**src/rtl/prt_pkg.sv**
```systemverilog
// Constants and FSM state type shared by the PRT table and the frame sender.
package prt_pkg;

   localparam int unsigned PrtIndexSize      = 2;
   localparam int unsigned PrtTableSize      = 4;
   localparam int unsigned PrtBramMemorySize = 1520;
   localparam int unsigned PrtBramAddrSize   = 16;
   localparam int unsigned PrtBramDataSize   = 8;

   typedef enum logic [1:0] {
      StIdle,
      StCheck,
      StStream,
      StFinish
   } prt_tx_state_e;

endpackage

```
**src/rtl/prt_skid_fifo.sv**
```systemverilog
// Two-entry FIFO holding {last, data} bytes returned from frame memory.
module prt_skid_fifo #(
   parameter int unsigned WIDTH = 9
) (
   input  logic             clk,
   input  logic             reset,
   input  logic             flush,
   input  logic             push,
   input  logic [WIDTH-1:0] push_data,
   input  logic             pop,
   output logic [WIDTH-1:0] pop_data,
   output logic             full,
   output logic             empty
);

   logic [WIDTH-1:0] mem_q [2];
   logic             wr_ptr_q;
   logic             rd_ptr_q;
   logic [1:0]       count_q;
   logic             do_push;
   logic             do_pop;

   assign full     = (count_q == 2'd2);
   assign empty    = (count_q == 2'd0);
   assign do_pop   = pop && !empty;
   // A full FIFO may still take a byte when the head leaves in the same cycle.
   assign do_push  = push && (!full || do_pop);
   assign pop_data = mem_q[rd_ptr_q];

   always_ff @(posedge clk) begin
      if (reset) begin
         mem_q[0] <= '0;
         mem_q[1] <= '0;
         wr_ptr_q <= 1'b0;
         rd_ptr_q <= 1'b0;
         count_q  <= 2'd0;
      end else if (flush) begin
         wr_ptr_q <= 1'b0;
         rd_ptr_q <= 1'b0;
         count_q  <= 2'd0;
      end else begin
         if (do_push) begin
            mem_q[wr_ptr_q] <= push_data;
            wr_ptr_q        <= !wr_ptr_q;
         end
         if (do_pop) begin
            rd_ptr_q <= !rd_ptr_q;
         end
         count_q <= count_q + {1'b0, do_push} - {1'b0, do_pop};
      end
   end

endmodule

```
**src/rtl/prt_frame_sender.sv**
```systemverilog
// Streams a PRT slot's frame bytes from memory to a valid/ready sink, cut-through
// against the slot's growing byte count.
module prt_frame_sender
   import prt_pkg::*;
#(
   parameter int unsigned INDEX_SIZE       = PrtIndexSize,
   parameter int unsigned TABLE_SIZE       = PrtTableSize,
   parameter int unsigned BRAM_MEMORY_SIZE = PrtBramMemorySize,
   parameter int unsigned BRAM_ADDR_SIZE   = PrtBramAddrSize,
   parameter int unsigned BRAM_DATA_SIZE   = PrtBramDataSize
) (
   input  logic                      clk,
   input  logic                      reset,
   input  logic                      req_valid,
   input  logic [INDEX_SIZE-1:0]     req_slot,
   output logic                      req_ready,
   output logic [INDEX_SIZE-1:0]     cur_slot,
   input  logic                      cur_valid,
   input  logic                      cur_fully_rcvd,
   input  logic [BRAM_ADDR_SIZE-1:0] cur_bytes_rcvd,
   output logic                      mem_rd_en,
   output logic [BRAM_ADDR_SIZE-1:0] mem_rd_addr,
   input  logic [BRAM_DATA_SIZE-1:0] mem_rd_data,
   output logic                      tx_valid,
   output logic [BRAM_DATA_SIZE-1:0] tx_data,
   output logic                      tx_last,
   input  logic                      tx_ready,
   output logic [BRAM_ADDR_SIZE-1:0] bytes_sent_res,
   output logic                      done_valid,
   output logic [INDEX_SIZE-1:0]     done_slot,
   output logic                      error
);

   prt_tx_state_e             state_q;
   logic [INDEX_SIZE-1:0]     cur_slot_q;
   logic [INDEX_SIZE-1:0]     done_slot_q;
   logic [BRAM_ADDR_SIZE-1:0] rd_ptr_q;
   logic [BRAM_ADDR_SIZE-1:0] sent_q;
   logic                      done_valid_q;
   logic                      error_q;
   logic                      inflight_q;
   logic                      inflight_last_q;

   logic [BRAM_ADDR_SIZE:0]   ptr_next;
   logic [BRAM_ADDR_SIZE:0]   bytes_ext;
   logic                      in_stream;
   logic                      too_long;
   logic                      abort;
   logic                      empty_frame;
   logic                      last_addr;
   logic                      avail;
   logic                      issue;
   logic                      tx_fire;
   logic [2:0]                used;
   logic                      fifo_full;
   logic                      fifo_empty;
   logic [BRAM_DATA_SIZE:0]   fifo_out;

   always_comb begin
      ptr_next    = {1'b0, rd_ptr_q} + {{BRAM_ADDR_SIZE{1'b0}}, 1'b1};
      bytes_ext   = {1'b0, cur_bytes_rcvd};
      in_stream   = (state_q == StStream);
      too_long    = 32'(cur_bytes_rcvd) > BRAM_MEMORY_SIZE;
      abort       = in_stream && (!cur_valid || too_long);
      empty_frame = in_stream && cur_fully_rcvd && (cur_bytes_rcvd == '0);
      // The newest received byte is withheld until the frame is complete.
      last_addr   = (ptr_next == bytes_ext);
      avail       = (ptr_next < bytes_ext) || (last_addr && cur_fully_rcvd);
      tx_valid    = !fifo_empty && !abort;
      tx_fire     = tx_valid && tx_ready;
      // Occupancy after this cycle's pop; keeps in-flight plus buffered within two.
      used        = {2'b00, inflight_q} + {1'b0, fifo_full, !fifo_full && !fifo_empty}
                    - {2'b00, tx_fire};
      issue       = in_stream && !abort && !empty_frame && avail && (used < 3'd2);
   end

   prt_skid_fifo #(
      .WIDTH (BRAM_DATA_SIZE + 1)
   ) u_skid_fifo (
      .clk       (clk),
      .reset     (reset),
      .flush     (abort),
      .push      (inflight_q && !abort),
      .push_data ({inflight_last_q, mem_rd_data}),
      .pop       (tx_fire),
      .pop_data  (fifo_out),
      .full      (fifo_full),
      .empty     (fifo_empty)
   );

   always_ff @(posedge clk) begin
      if (reset) begin
         state_q         <= StIdle;
         cur_slot_q      <= '0;
         done_slot_q     <= '0;
         rd_ptr_q        <= '0;
         sent_q          <= '0;
         done_valid_q    <= 1'b0;
         error_q         <= 1'b0;
         inflight_q      <= 1'b0;
         inflight_last_q <= 1'b0;
      end else begin
         done_valid_q    <= 1'b0;
         error_q         <= 1'b0;
         inflight_q      <= issue;
         inflight_last_q <= issue && last_addr && cur_fully_rcvd;
         if (issue) begin
            rd_ptr_q <= ptr_next[BRAM_ADDR_SIZE-1:0];
         end
         if (tx_fire) begin
            sent_q <= sent_q + {{(BRAM_ADDR_SIZE-1){1'b0}}, 1'b1};
         end
         unique case (state_q)
            StIdle: begin
               if (req_valid) begin
                  cur_slot_q <= req_slot;
                  rd_ptr_q   <= '0;
                  sent_q     <= '0;
                  state_q    <= StCheck;
               end
            end
            StCheck: begin
               if (!cur_valid || (32'(cur_slot_q) >= TABLE_SIZE)) begin
                  error_q <= 1'b1;
                  state_q <= StIdle;
               end else begin
                  state_q <= StStream;
               end
            end
            StStream: begin
               if (abort) begin
                  error_q <= 1'b1;
                  state_q <= StIdle;
               end else if (empty_frame) begin
                  error_q      <= 1'b1;
                  done_valid_q <= 1'b1;
                  done_slot_q  <= cur_slot_q;
                  state_q      <= StIdle;
               end else if (tx_fire && fifo_out[BRAM_DATA_SIZE]) begin
                  done_valid_q <= 1'b1;
                  done_slot_q  <= cur_slot_q;
                  state_q      <= StFinish;
               end
            end
            StFinish: begin
               state_q <= StIdle;
            end
         endcase
      end
   end

   assign req_ready      = (state_q == StIdle);
   assign cur_slot       = cur_slot_q;
   assign mem_rd_en      = issue;
   assign mem_rd_addr    = rd_ptr_q;
   assign tx_data        = tx_valid ? fifo_out[BRAM_DATA_SIZE-1:0] : '0;
   assign tx_last        = tx_valid && fifo_out[BRAM_DATA_SIZE];
   assign bytes_sent_res = sent_q;
   assign done_valid     = done_valid_q;
   assign done_slot      = done_slot_q;
   assign error          = error_q;

endmodule

```
**config.mk**
```make
export PLATFORM = sky130hd
export DESIGN_NAME = prt_frame_sender
export DESIGN_NICKNAME = d
export VERILOG_FILES = /design/src/rtl/prt_pkg.sv /design/src/rtl/prt_skid_fifo.sv /design/src/rtl/prt_frame_sender.sv
export SDC_FILE = /design/constraint.sdc
export NUM_CORES = 1
export LEC_CHECK = 0
export ABC_AREA = 1
export ABC_CLOCK_PERIOD_IN_PS = 7400
export BUFFER_PORTS_ARGS = -buffer_cell sky130_fd_sc_hd__buf_4
export CAP_MARGIN = 40
export CORE_MARGIN = 2
export CORE_UTILIZATION = 55
export CTS_BUF_LIST = sky130_fd_sc_hd__clkbuf_16
export DETAILED_ROUTE_END_ITERATION = 10
export MAX_ROUTING_LAYER = met4
export PLACE_DENSITY = 0.8
export SYNTH_ARGS = -nofsm -noshare
export SYNTH_HDL_FRONTEND = slang
export SYNTH_SLANG_ARGS = --single-unit
```
**constraint.sdc**
```tcl
create_clock -name clk -period 7.4 [get_ports clk]
set_clock_uncertainty 0.15 [all_clocks]
set_input_delay 1.48 -clock clk [delete_from_list [all_inputs] [get_ports clk]]
set_output_delay 1.48 -clock clk [all_outputs]
set_load 0.05 [all_outputs]
```
* Yosys cells after proc, flatten, opt, wreduce, memory -nomap -nowiden
Memory sizes are Yosys's and may differ from the RTL's. A register that Yosys moved wholly into a read port is not among the register bits.
Cells that the tools add are included.
** Storage, ports and cells
- Register bits after elaboration :: 46
- Bits in writable memories :: 18
- Input port bits :: 32
- Output and inout port bits :: 50
- Logic and storage cells :: 101
- Memories kept :: 1
** Cells by class
- $add $sub $neg :: 6
- Order comparisons :: 3
- Eq/ne operators :: 7
- Muxes and demuxes :: 32
- Bitwise operators :: 2
- Reductions and logical operators :: 38
** Memory list
- u_skid_fifo.mem_q :: depth 2, width 9, read ports 1, clocked after Yosys merged registers in 1, wr ports 2, line prt_skid_fifo.sv:16 : logic [WIDTH-1:0] mem_q [2];
** Operator list (number)
- two-way mux 16 bit :: 6
- logical AND 1 bit :: 18
- adder 16 x 1 -> 17 bit (second input constant) :: 1
- == test 17 x 16 -> 1 bit :: 1
- < comparator 17 x 16 -> 1 bit :: 1
- adder 16 x 1 -> 16 bit (second input constant) :: 1
- > comparator 16 x 11 -> 1 bit (second input constant) :: 1
- logical NOT 16 bit :: 1
- two-way mux 1 bit :: 15
- two-way mux 2 bit :: 7
- two-way mux 9 bit :: 1
- OR reduction 9 bit :: 1
- two-way mux 8 bit :: 1
- case mux 2 bit (4 select lines) :: 1
- logical NOT 1 bit :: 7
- == test 2 bit (second input constant) :: 3
- logical NOT 2 bit :: 2
- != test 4 x 1 -> 1 bit (second input constant) :: 1
- AND reduction 2 bit :: 2
- adder 1 x 2 -> 3 bit :: 1
- logical OR 1 bit :: 3
- < comparator 3 x 2 -> 1 bit (second input constant) :: 1
- AND reduction 3 bit :: 1
- OR reduction 3 bit :: 1
- other kinds (9) :: 10

* Logic depth before layout (Yosys ltp)
Gate-level depths: netlist (run 1).
- Word-level depth :: 15
- Gate-level depth with buffers :: 26
- Mapped depth without buffers :: 25

* By module
Synthesis (run 1) repeated with hierarchy kept, for this count alone.
** Unflattened totals
- Cells, all modules :: 568
- Area, all modules :: 4008.8 µm²
** By module, submodules not included
- prt_frame_sender :: instances 1, cells each 466, area each 2952.8 µm², sequential area each 840.8 µm²
- prt_skid_fifo :: instances 1, cells each 102, area each 1056.0 µm², sequential area each 640.6 µm²

* Least setup slack after synthesis (run 1)
No wires, ideal clock.
- Kind :: input to output
- Start :: input cur_bytes_rcvd[15]
- End :: output mem_rd_en
- Arrival :: 3.542 ns
- Required time :: 5.770 ns
- Setup slack :: 2.228 ns
- Stages :: 17
- Path buffers :: 1
- Cell sequence :: inv_1 > nand2_1 > nor2_2 > nand2_1 > nor2_2 > nand2_2 > nand2_4 > nand3_4 > inv_1 > ha_1 > nor2_1 > xor2_1 > xor2_1 > nor2_2 > buf_6 > nand2_2 > inv_1
** Between the ends
- Longest elaborated chain between the ends :: 9
- Elaborated cells on any way between the ends :: 19
- Classes of those cells :: 1 x add/sub; 3 x order compare; 1 x eq/ne; 14 x reduce/logical
** Ends and longest elaborated chain
- start, declared :: line prt_frame_sender.sv:20 : input logic [BRAM_ADDR_SIZE-1:0] cur_bytes_rcvd,
- > comparator 16 x 11 -> 1 bit :: line prt_frame_sender.sv:63 : too_long = 32'(cur_bytes_rcvd) > BRAM_MEMORY_SIZE;
- logical OR 1 bit :: line prt_frame_sender.sv:64 : abort = in_stream && (!cur_valid || too_long);
- logical AND 1 bit :: line prt_frame_sender.sv:64
- logical NOT 1 bit :: line prt_frame_sender.sv:69, prt_frame_sender.sv:74
- logical AND 1 bit :: line prt_frame_sender.sv:69 : tx_valid = !fifo_empty && !abort;
- logical AND 1 bit :: line prt_frame_sender.sv:70 : tx_fire = tx_valid && tx_ready;
- subtractor 3 x 1 -> 3 bit :: line prt_frame_sender.sv:73 : - {2'b00, tx_fire};
- < comparator 3 x 2 -> 1 bit :: line prt_frame_sender.sv:74 : issue = in_stream && !abort && !empty_frame && avail && (used < 3'd2);
- logical AND 1 bit * :: line prt_frame_sender.sv:74
- end, declared :: line prt_frame_sender.sv:21 : output logic mem_rd_en,
Mark *: on every way between the ends. The rest lies on a longest branch, timed or not.

* Worst setup path in the final report (run 1)
- Start :: register rd_ptr_q[0] (netlist: mem_rd_addr[0])
- End :: output mem_rd_en
** Between the ends
- Longest elaborated chain between the ends :: 6
- Elaborated cells on any way between the ends :: 7
- Classes of those cells :: 1 x add/sub; 1 x order compare; 1 x eq/ne; 4 x reduce/logical
** Ends and longest elaborated chain
- start, declared :: line prt_frame_sender.sv:37 : logic [BRAM_ADDR_SIZE-1:0] rd_ptr_q;
- start signal, assigned :: line prt_frame_sender.sv:108 : rd_ptr_q <= ptr_next[BRAM_ADDR_SIZE-1:0];
- adder 16 x 1 -> 17 bit * :: line prt_frame_sender.sv:60 : ptr_next = {1'b0, rd_ptr_q} + {{BRAM_ADDR_SIZE{1'b0}}, 1'b1};
- parallel branches: the longest is 2 deep, another holds < comparator 17 x 16 -> 1 bit
- logical OR 1 bit * :: line prt_frame_sender.sv:68 : avail = (ptr_next < bytes_ext) || (last_addr && cur_fully_rcvd);
- logical AND 1 bit * (2 in series) :: line prt_frame_sender.sv:74
Every way passes the cells marked *.

==> metrics.yaml, run 1 <==
status: "finished, final reports clean"
cts_resized: 0
vias: 3804
synth_top_family_by_area: "simple AND/OR/NAND/NOR gates"
cts-buffers-inserted: 9
ys_warn_count: 0
drcViolationCount: 0
p_seq_frac: 0.402
post_cts_buffers: 0
internal_power_uw: 688
synth_nets: 620
grt_max_degree: 30
crit_fanout: 29
synth_compound_area_frac: 0.0935
drt_first_pass_iters: 4
crit_chain: "ha_1 -> nand2_1 -> inv_2 -> nand4_1 -> nor2_1 -> inv_1 -> nor2_1 -> inv_1 -> o21bai_1 -> nand2_1 -> inv_1 -> ha_1 -> nand2_1 -> inv_1 -> o21ai_0 -> nand2_1 -> a21oi_1 -> nand2_1 -> nand2_1 -> nand2_1 -> nand2_1 -> nand2_2 -> inv_1 -> buf_4"
synthXorXnorAreaFrac: 0.0372
place_ws_ns: 1.73
worstHoldPathType: "reg -> reg"
die_x_um: 89.3
syn_area_per_cell_um2: 7.09
synth-seq-cells: 65
rsz0062_at_grt: "false"
start_util: 0.561
cts_root_buffer: "clkbuf_16"
max_freq_ghz: 0.173
ir_worst_vdd_v: 0.000142
finalNonFillerCells: 751
gp_congestion: 0.952
synthArstFlopShare: 0
rows: 31
start_kind: "register"
antenna_found_initial: 0
drv_slew: 0
routed_via_density: 5.07
area_growth_pct: 24.2
netlist_top_cells_area: "dfxtp_1 (24%), edfxtp_1 (14%), nand2_1 (11%), inv_1 (8.8%), nor2_1 (8.2%)"
cts_hold_buf: 0
drt_wl_total_um: 9520
fin_ws_ns: 1.62
synth_flop_cell: "dfxtp_1"
placed_cells: 735
finalHoldViolations: 0
grt_pass1_wl_um: 15200
boundaryPins: 82
setup_viol_count_final: 0
worst_pin_slew_ns: 0.912
combinationalPowerShare: 0.153
fp.dieH_um: 89.3
nets: 703
core_area_um2: 7140
syn-cell-area_um2: 4000
synth_top_area_share: 0.235
wl_per_cell_um: 12.7
layout_min_cycle_time_ns: 5.78
worst_skew_pair.late_latency_ns: 0.33
grt_pass1_vias: 3406
synth_top_area_cell: "dfxtp_1"
clock_sinks: 65
synth_adder_area_share: 0.0750
synthCells: 564
finalSetupTns_ns: 0
port_buffers: 81
period_share: 0.781
h-tree-depth: 3
grt_overflow_total: 0
dr.first_iter.drc_count: 193
swShare: 0.282
cp_slowest_stage_delay_ns: 0.67
utilization: 0.697
layout-drive-gt1-share: 0.183
synthDistinctLibCells: 39
p_sw_uw: 270
cp.required_ns: 5.77
synthMuxAreaShare: 0
p_leak_nw: 2.42
crit_arrival_ns: 4.15
cp-end-kind: "output pin"
final_area_um2: 4970
cts.path.max_buffers: 2
ant_nets: 0
slew_headroom: 0.390
crit_slowest_cell: "nand2_1"
dieArea_um2: 7970
clk_pin_slew_ns: 0.05
place_area_um2: 4670
clock_power_share: 0.445
hpwl_um: 7110
ys_seq_area_frac: 0.370
synth_edf_count: 18
hold_ws_ns: 0.337
max_cap_viol_count: 0
track_usage: 0.251
cts_tree: "yes"
powerDensity_nw_per_um2: 193
yosys.area_share.simple: 0.312
criticalPathCategory: "reg -> out"
total_power_uw: 958
antennaDiodeCount: 0
crit_path_frequent_cell: "nand2_1"
==> area by class of cell <==
| cell class | instances | area, um^2 |
|---|---|---|
| clock buffer | 9 | 225 |
| clock inverter | 7 | 75.1 |
| fill | 615 | 2170 |
| inverter | 98 | 369 |
| multi-input combinational | 390 | 2070 |
| sequential | 65 | 1480 |
| tap | 99 | 124 |
| timing repair buffer | 83 | 623 |
==> state kept, by name (all words and copies together) (netlist names), named ones only <==
| register | cells |
|---|---|
| error | 1 |
| mem_rd_addr | 16 |
| done_slot | 2 |
| u_skid_fifo.count_q | 2 |
| u_skid_fifo.wr_ptr_q | 1 |
| done_valid | 1 |
| inflight_last_q | 1 |
| state_q | 2 |
| inflight_q | 1 |
| bytes_sent_res | 16 |
| u_skid_fifo.mem_q | 18 |
| u_skid_fifo.rd_ptr_q | 1 |
| cur_slot | 2 |
==> worst paths after layout <==
kind                       start              end  slack, ns  depth (start not counted)
setup / recovery  mem_rd_addr[0]        mem_rd_en       1.62                         24
hold / removal        state_q[1]       state_q[1]       0.34                          2
setup reg to reg  mem_rd_addr[0]  mem_rd_addr[15]       3.40                         25
hold reg to reg       state_q[1]       state_q[1]       0.34                          2
==> power by group through the flow <==
| stage | sequential [mW] | combinational, mW | clock (mW) |
|---|---|---|---|
| after floorplan | 0.402 | 0.0888 | 0 |
| after global routing | 0.386 | 0.163 | 0.443 |
| final | 0.385 | 0.147 | 0.426 |
| after detailed placement | 0.392 | 0.144 | 0 |
| after CTS | 0.385 | 0.147 | 0.430 |
| after global placement | 0.392 | 0.141 | 0 |
==> placed cells by master, fill, tap and decap left out, drive strengths merged <==
master	instances
a21oi	39
a31oi	1
and3	1
buf	83
bufinv	1
clkbuf	9
clkinv	5
dfxtp	47
edfxtp	18
ha	24
inv	99
nand2	127
nand3	28
nand3b	4
nand4	9
nor2	91
nor2b	1
nor3	12
nor3b	1
nor4	6
o211ai	1
o21a	1
o21ai	19
o21bai	3
o221ai	4
or2	1
xnor2	3
xor2	14
==> Yosys cell counts (all sizes together) (2+ instances only) <==
cell type,number
o21bai,3
nand3,28
inv,96
nor4,6
o21ai,19
dfxtp,47
xor2,14
nand4,9
a21oi,39
nor2,91
nand3b,4
ha,24
clkinv,2
nand2,127
xnor2,3
o221ai,4
clkbuf,4
nor3,12
buf,7
edfxtp,18
==> logic make-up after synthesis <==
logic type / Yosys count
adder cells (fa/ha/maj): 24
AO/OA/AOI/OAI: 68
XOR/XNOR: 17
AND/OR/NAND/NOR: 281
flip-flops: 65
buffers and inverters: 109
==> critical path: cells and delay by family, from the launching register on <==
kind                     cells  cell delay (ns)
AO/OA/AOI/OAI                3             0.37
adder cells (fa/ha/maj)      2             0.45
buffers and inverters        7             0.67
flip-flops                   1             0.47
AND/OR/NAND/NOR             12             1.86
==> routing by layer <==
metal  global-route usage  share of wire  vias to the layer above
met1                0.326           0.46                     1716
met3               0.0434          0.058                       12
met2                0.404           0.47                      109
met4               0.0678          0.012                        0
li1                     -              -                     1967
met5                    -              0                        -
No activity file was read; power rests on OpenSTA's default activity.
==> inputs of run 2 (changes only) <==
--- a/config.mk
+++ b/config.mk
@@ -6,7 +6,7 @@
 export NUM_CORES = 1
 export LEC_CHECK = 0
 export ABC_AREA = 1
-export ABC_CLOCK_PERIOD_IN_PS = 7400
+export ABC_CLOCK_PERIOD_IN_PS = 5600
 export BUFFER_PORTS_ARGS = -buffer_cell sky130_fd_sc_hd__buf_4
 export CAP_MARGIN = 40
 export CORE_MARGIN = 2
==> constraint.sdc (replaced) <==
create_clock -name clk -period 5.6 [get_ports clk]
set_clock_uncertainty 0.15 [all_clocks]
set_input_delay 1.12 -clock clk [delete_from_list [all_inputs] [get_ports clk]]
set_output_delay 1.12 -clock clk [all_outputs]
set_load 0.05 [all_outputs]
==> run 2 against run 1 <==
Total power increased by 26%. Count of clock-buffer cells in the layout unchanged. Sequential share of layout area increased by 0.13 points. Combinational power increased by 31%. Wire length increased by 1.3%. First-iteration DRC count decreased by 8.8%. Sequential power increased by 32%. Non-clock buffer count increased by 1. Global-route usage increased by 0.34 points. Register-to-register slack got worse by 1.4 ns. Cell count increased by 0.13%. Clock power increased by 19%.
==> metrics.yaml, run 2 (synthesized netlist as in run 1, its figures left out) <==
criticalPathCategory: "reg -> out"
boundaryPins: 82
rsz0062_at_grt: "false"
period_share: 0.855
cp.required_ns: 4.33
die_x_um: 89.3
crit_fanout: 7
h-tree-depth: 3
grt_pass1_vias: 3399
setup_viol_count_final: 0
core_area_um2: 7140
grt_overflow_total: 0
crit_arrival_ns: 3.52
start_util: 0.561
cts_hold_buf: 0
slew_headroom: 0.621
drv_slew: 0
drt_wl_total_um: 9640
dieArea_um2: 7970
cp-end-kind: "output pin"
nets: 704
ir_worst_vdd_v: 0.000199
cts_root_buffer: "clkbuf_16"
max_freq_ghz: 0.209
crit_chain: "ha_1 -> nand2_1 -> inv_2 -> nand4_1 -> nor2_1 -> inv_1 -> nor2_1 -> inv_1 -> nand2_1 -> inv_1 -> ha_1 -> nand2_1 -> nor2_1 -> nor2b_1 -> a21oi_1 -> nand2_1 -> nand2_1 -> nand2_1 -> nand2_1 -> nand2_2 -> inv_1 -> buf_4"
drcViolationCount: 0
track_usage: 0.254
routed_via_density: 5.04
worst_pin_slew_ns: 0.564
finalSetupTns_ns: 0
antennaDiodeCount: 0
cts_resized: 0
clock_sinks: 65
drt_first_pass_iters: 6
status: "finished, final reports clean"
worst_skew_pair.late_latency_ns: 0.32
ant_nets: 0
area_growth_pct: 23.7
wl_per_cell_um: 12.8
layout-drive-gt1-share: 0.181
largest_register_ffs: 18
cts.path.max_buffers: 2
total_power_mw: 1.21
final_common_cell: "nand2_1"
max_cap_viol_count: 0
cts-buffers-inserted: 9
dr.first_iter.drc_count: 176
finalHoldViolations: 0
start_kind: "register"
gp_congestion: 0.975
grt_pass1_wl_um: 15300
crit_path_frequent_cell: "nand2_1"
port_buffers: 81
post_cts_buffers: 0
cp_slowest_stage_delay_ns: 0.43
layout_min_cycle_time_ns: 4.79
grt_max_degree: 29
worstHoldPathType: "reg -> reg"
clk_pin_slew_ns: 0.05
p_leak_nw: 2.40
final_area_um2: 4950
rows: 31
fp.dieH_um: 89.3
place_area_um2: 4680
powerDensity_nw_per_um2: 244
cp_top_family: "simple AND/OR/NAND/NOR gates"
antenna_found_initial: 0
cts_tree: "yes"
regMostFlops: "u_skid_fifo.mem_q"
most-common-layout-cells: "nand2_1 (121), inv_1 (95), nor2_1 (87)"
crit_buf_inv: 6
crit_slowest_cell: "dfxtp_1"
hpwl_um: 7420
vias: 3790
-- run 2: worst paths after layout --
| path | startpoint | to | slack, ns | cells after the start |
|---|---|---|---|---|
| worst min register to register | done_slot[0] | done_slot[0] | 0.34 | 2 |
| worst max-delay path | mem_rd_addr[0] | mem_rd_en | 0.81 | 22 |
| worst max register to register | mem_rd_addr[0] | mem_rd_addr[2] | 2.04 | 22 |
| worst min-delay path | done_slot[0] | done_slot[0] | 0.34 | 2 |
-- run 2: per-layer routing --
metal | global-route usage | wire length (um)
met5 | - | 0
met4 | 0.0638 | 61
met1 | 0.322 | 4540
met2 | 0.410 | 4570
met3 | 0.0600 | 474
-- run 2: worst min-delay path, cell delays in order, from the launching register on --
cell and delay, ns:
dfxtp_1 0.33, nor2_1 0.05, nor2_1 0.08
-- run 2: final cells by class --
cell class | instances | area [um^2]
clock buffer | 9 | 225
clock inverter | 7 | 46.3
fill | 636 | 2190
inverter | 98 | 369
multi-input combinational | 390 | 2070
sequential | 65 | 1480
tap | 99 | 124
timing repair buffer | 84 | 631
-- run 2: report_power, final --
part	switching, mW	internal, mW
clock network	0.207	0.299
registers	0.0119	0.497
logic	0.128	0.0640
-- run 2: through the flow --
step	hold WS (ns)	setup WS [ns]	utilization	std cells
4_1_cts	0.338	0.834	0.694	752
2_1_floorplan	0.306	1.10	-	564
6_report	0.338	0.810	0.694	752
3_5_place_dp	0.326	0.940	0.656	736
5_1_grt	0.360	0.440	0.694	752
3_3_place_gp	0.319	1.05	0.656	736
==> inputs of run 3 (changes only) <==
--- a/config.mk
+++ b/config.mk
@@ -9,12 +9,14 @@
 export ABC_CLOCK_PERIOD_IN_PS = 5600
 export BUFFER_PORTS_ARGS = -buffer_cell sky130_fd_sc_hd__buf_4
 export CAP_MARGIN = 40
+export CELL_PAD_IN_SITES_DETAIL_PLACEMENT = 0
+export CELL_PAD_IN_SITES_GLOBAL_PLACEMENT = 1
 export CORE_MARGIN = 2
-export CORE_UTILIZATION = 55
+export CORE_UTILIZATION = 39
 export CTS_BUF_LIST = sky130_fd_sc_hd__clkbuf_16
 export DETAILED_ROUTE_END_ITERATION = 10
 export MAX_ROUTING_LAYER = met4
-export PLACE_DENSITY = 0.8
+export PLACE_DENSITY_LB_ADDON = 0.1
 export SYNTH_ARGS = -nofsm -noshare
 export SYNTH_HDL_FRONTEND = slang
 export SYNTH_SLANG_ARGS = --single-unit
==> run 3 against run 2 <==
Critical endpoint unchanged. Total power rose by 4.7%. Maximum frequency fell by 1.9%. Worst hold slack got worse by 0.00070 ns. Die area rose by 39%. First-iteration DRC count fell by 15%. Wire length rose by 5.9%.
==> metrics.yaml, run 3 (synthesized netlist as in run 1, its figures left out) <==
dr.first_iter.drc_count: 149
powerDensity_nw_per_um2: 252
finalNonFillerCells: 786
hold_depth: 2
cts-buffers-inserted: 9
largest_register_ffs: 18
die_x_um: 105
rrSetupSlack_ns: 1.90
boundaryPins: 82
hpwl_um: 7660
fillers: 1024
vias: 3713
cts_tree: "yes"
start_util: 0.406
ir_worst_vdd_v: 0.000166
crit_arrival_ns: 3.61
drcViolationCount: 0
post_cts_buffers: 0
drt_first_pass_iters: 4
slew_headroom: 0.652
cp_slowest_stage_delay_ns: 0.50
cts_hold_buf: 0
layout-drive-gt1-share: 0.182
crit_slowest_cell: "dfxtp_1"
cts.path.max_buffers: 2
layout_min_cycle_time_ns: 4.88
port_buffers: 81
dieArea_um2: 11100
cp-end-kind: "output pin"
ant_nets: 0
crit_start: "mem_rd_addr[0]"
crit_buf_inv: 7
clk_pin_slew_ns: 0.06
routed_via_density: 4.72
cp.depth: 24
fp.dieH_um: 105
finalSetupTns_ns: 0
cp.required_ns: 4.33
hold_ws_ns: 0.338
most-common-layout-cells: "nand2_1 (121), inv_1 (95), nor2_1 (87)"
critical_path.reg2reg.startpoint: "mem_rd_addr[0]"
area_growth_pct: 25.4
grt_pass1_vias: 3545
worstHoldPathType: "reg -> reg"
drt_wl_total_um: 10200
antenna_found_initial: 0
track_usage: 0.196
crit_fanout: 7
max_cap_viol_count: 0
period_share: 0.872
timing.rr.end: "mem_rd_addr[9]"
finalHoldViolations: 0
core_area_um2: 9860
nets: 704
max_freq_ghz: 0.205
cts_root_buffer: "clkbuf_16"
placed_cells: 770
status: "finished, final reports clean"
rr_worst_depth: 25
rows: 36
worst_skew_pair.late_latency_ns: 0.33
grt_max_degree: 29
cts_resized: 0
setup_viol_count_final: 0
antennaDiodeCount: 0
grt_pass1_wl_um: 17000
drv_slew: 0
worst_pin_slew_ns: 0.517
h-tree-depth: 3
start_kind: "register"
crit_chain: "ha_1 -> nand2_1 -> inv_2 -> nand4_1 -> nor2_1 -> inv_1 -> nor2_1 -> inv_1 -> o21bai_1 -> nand2_1 -> inv_1 -> ha_1 -> nand2_1 -> inv_1 -> o21ai_0 -> nand2_1 -> a21oi_1 -> nand2_1 -> nand2_1 -> nand2_1 -> nand2_1 -> nand2_2 -> inv_1 -> buf_4"
crit_path_frequent_cell: "nand2_1"
grt_overflow_total: 0
cp_top_family: "simple AND/OR/NAND/NOR gates"
p_leak_nw: 2.42
wl_per_cell_um: 13.0
crit_end: "mem_rd_en"
rsz0062_at_grt: "false"
final_common_cell: "nand2_1"
gp_congestion: 0.855
regMostFlops: "u_skid_fifo.mem_q"
criticalPathCategory: "reg -> out"
clock_sinks: 65
run 3: changes by cell type in the layout (fill, tap and decap cells not counted), sizes merged:
cell    before  now
clkinv       5    6
inv         99   97
bufinv       0    1
run 3: worst min-delay path by stage:
stage            startpoint      endpoint  slack [ns]
3_3_place_gp   done_slot[1]  done_slot[1]        0.32
2_1_floorplan    state_q[1]    state_q[1]        0.31
4_1_cts        done_slot[1]  done_slot[1]        0.34
5_1_grt        done_slot[0]  done_slot[0]        0.37
3_5_place_dp   done_slot[1]  done_slot[1]        0.33
6_report       done_slot[0]  done_slot[0]        0.34
run 3: final cells by class:
type	count	area [um^2]	area share
multi-input cells	390	2070	0.413
flip-flops and latches	65	1480	0.295
repair buffers	84	631	0.126
inverters	98	369	0.0735
clock buffers	9	225	0.0449
well taps	133	166	0.0332
clock inverters	7	72.6	0.0145
run 3: power breakdown:
part | leakage, nW | internal (mW) | switching (mW)
registers | 0.565 | 0.497 | 0.0116
clock network | 0.147 | 0.344 | 0.219
logic | 1.70 | 0.0640 | 0.128
total | 2.42 | 0.905 | 0.359
run 3: metal layers:
metal	global-route usage	up-vias	part of all wire
met5	-	-	0
met4	0.0648	0	0.0069
met3	0.0346	4	0.046
met2	0.298	80	0.45
met1	0.265	1659	0.50
li1	-	1970	-
run 3: worst register-to-register path, stage by stage (launching register included):
cell	delay [ns]
dfxtp_1	0.50
ha_1	0.23
nand2_1	0.09
inv_2	0.08
nand4_1	0.14
nor2_1	0.15
inv_1	0.10
nor2_1	0.17
inv_1	0.09
o21bai_1	0.13
nand2_1	0.10
inv_1	0.10
ha_1	0.24
nand2_1	0.07
inv_1	0.03
o21ai_0	0.17
nand2_1	0.10
a21oi_1	0.12
nand2_1	0.06
nand2_1	0.05
nand2_1	0.06
nand2_1	0.10
buf_4	0.30
nand3b_1	0.14
nand2_1	0.08
nor2_1	0.04
run 3: stage by stage:
step / total power, mW / instance area, um^2 / utilization / setup WS [ns]
after CTS: 1.28 / 5020 / 0.509 / 0.701
after floorplan: 0.649 / 4000 / - / 1.10
after global routing: 1.32 / 5020 / 0.509 / 0.264
after detailed placement: 0.712 / 4720 / 0.479 / 0.996
after global placement: 0.709 / 4720 / 0.479 / 1.05
final: 1.26 / 5020 / 0.509 / 0.719
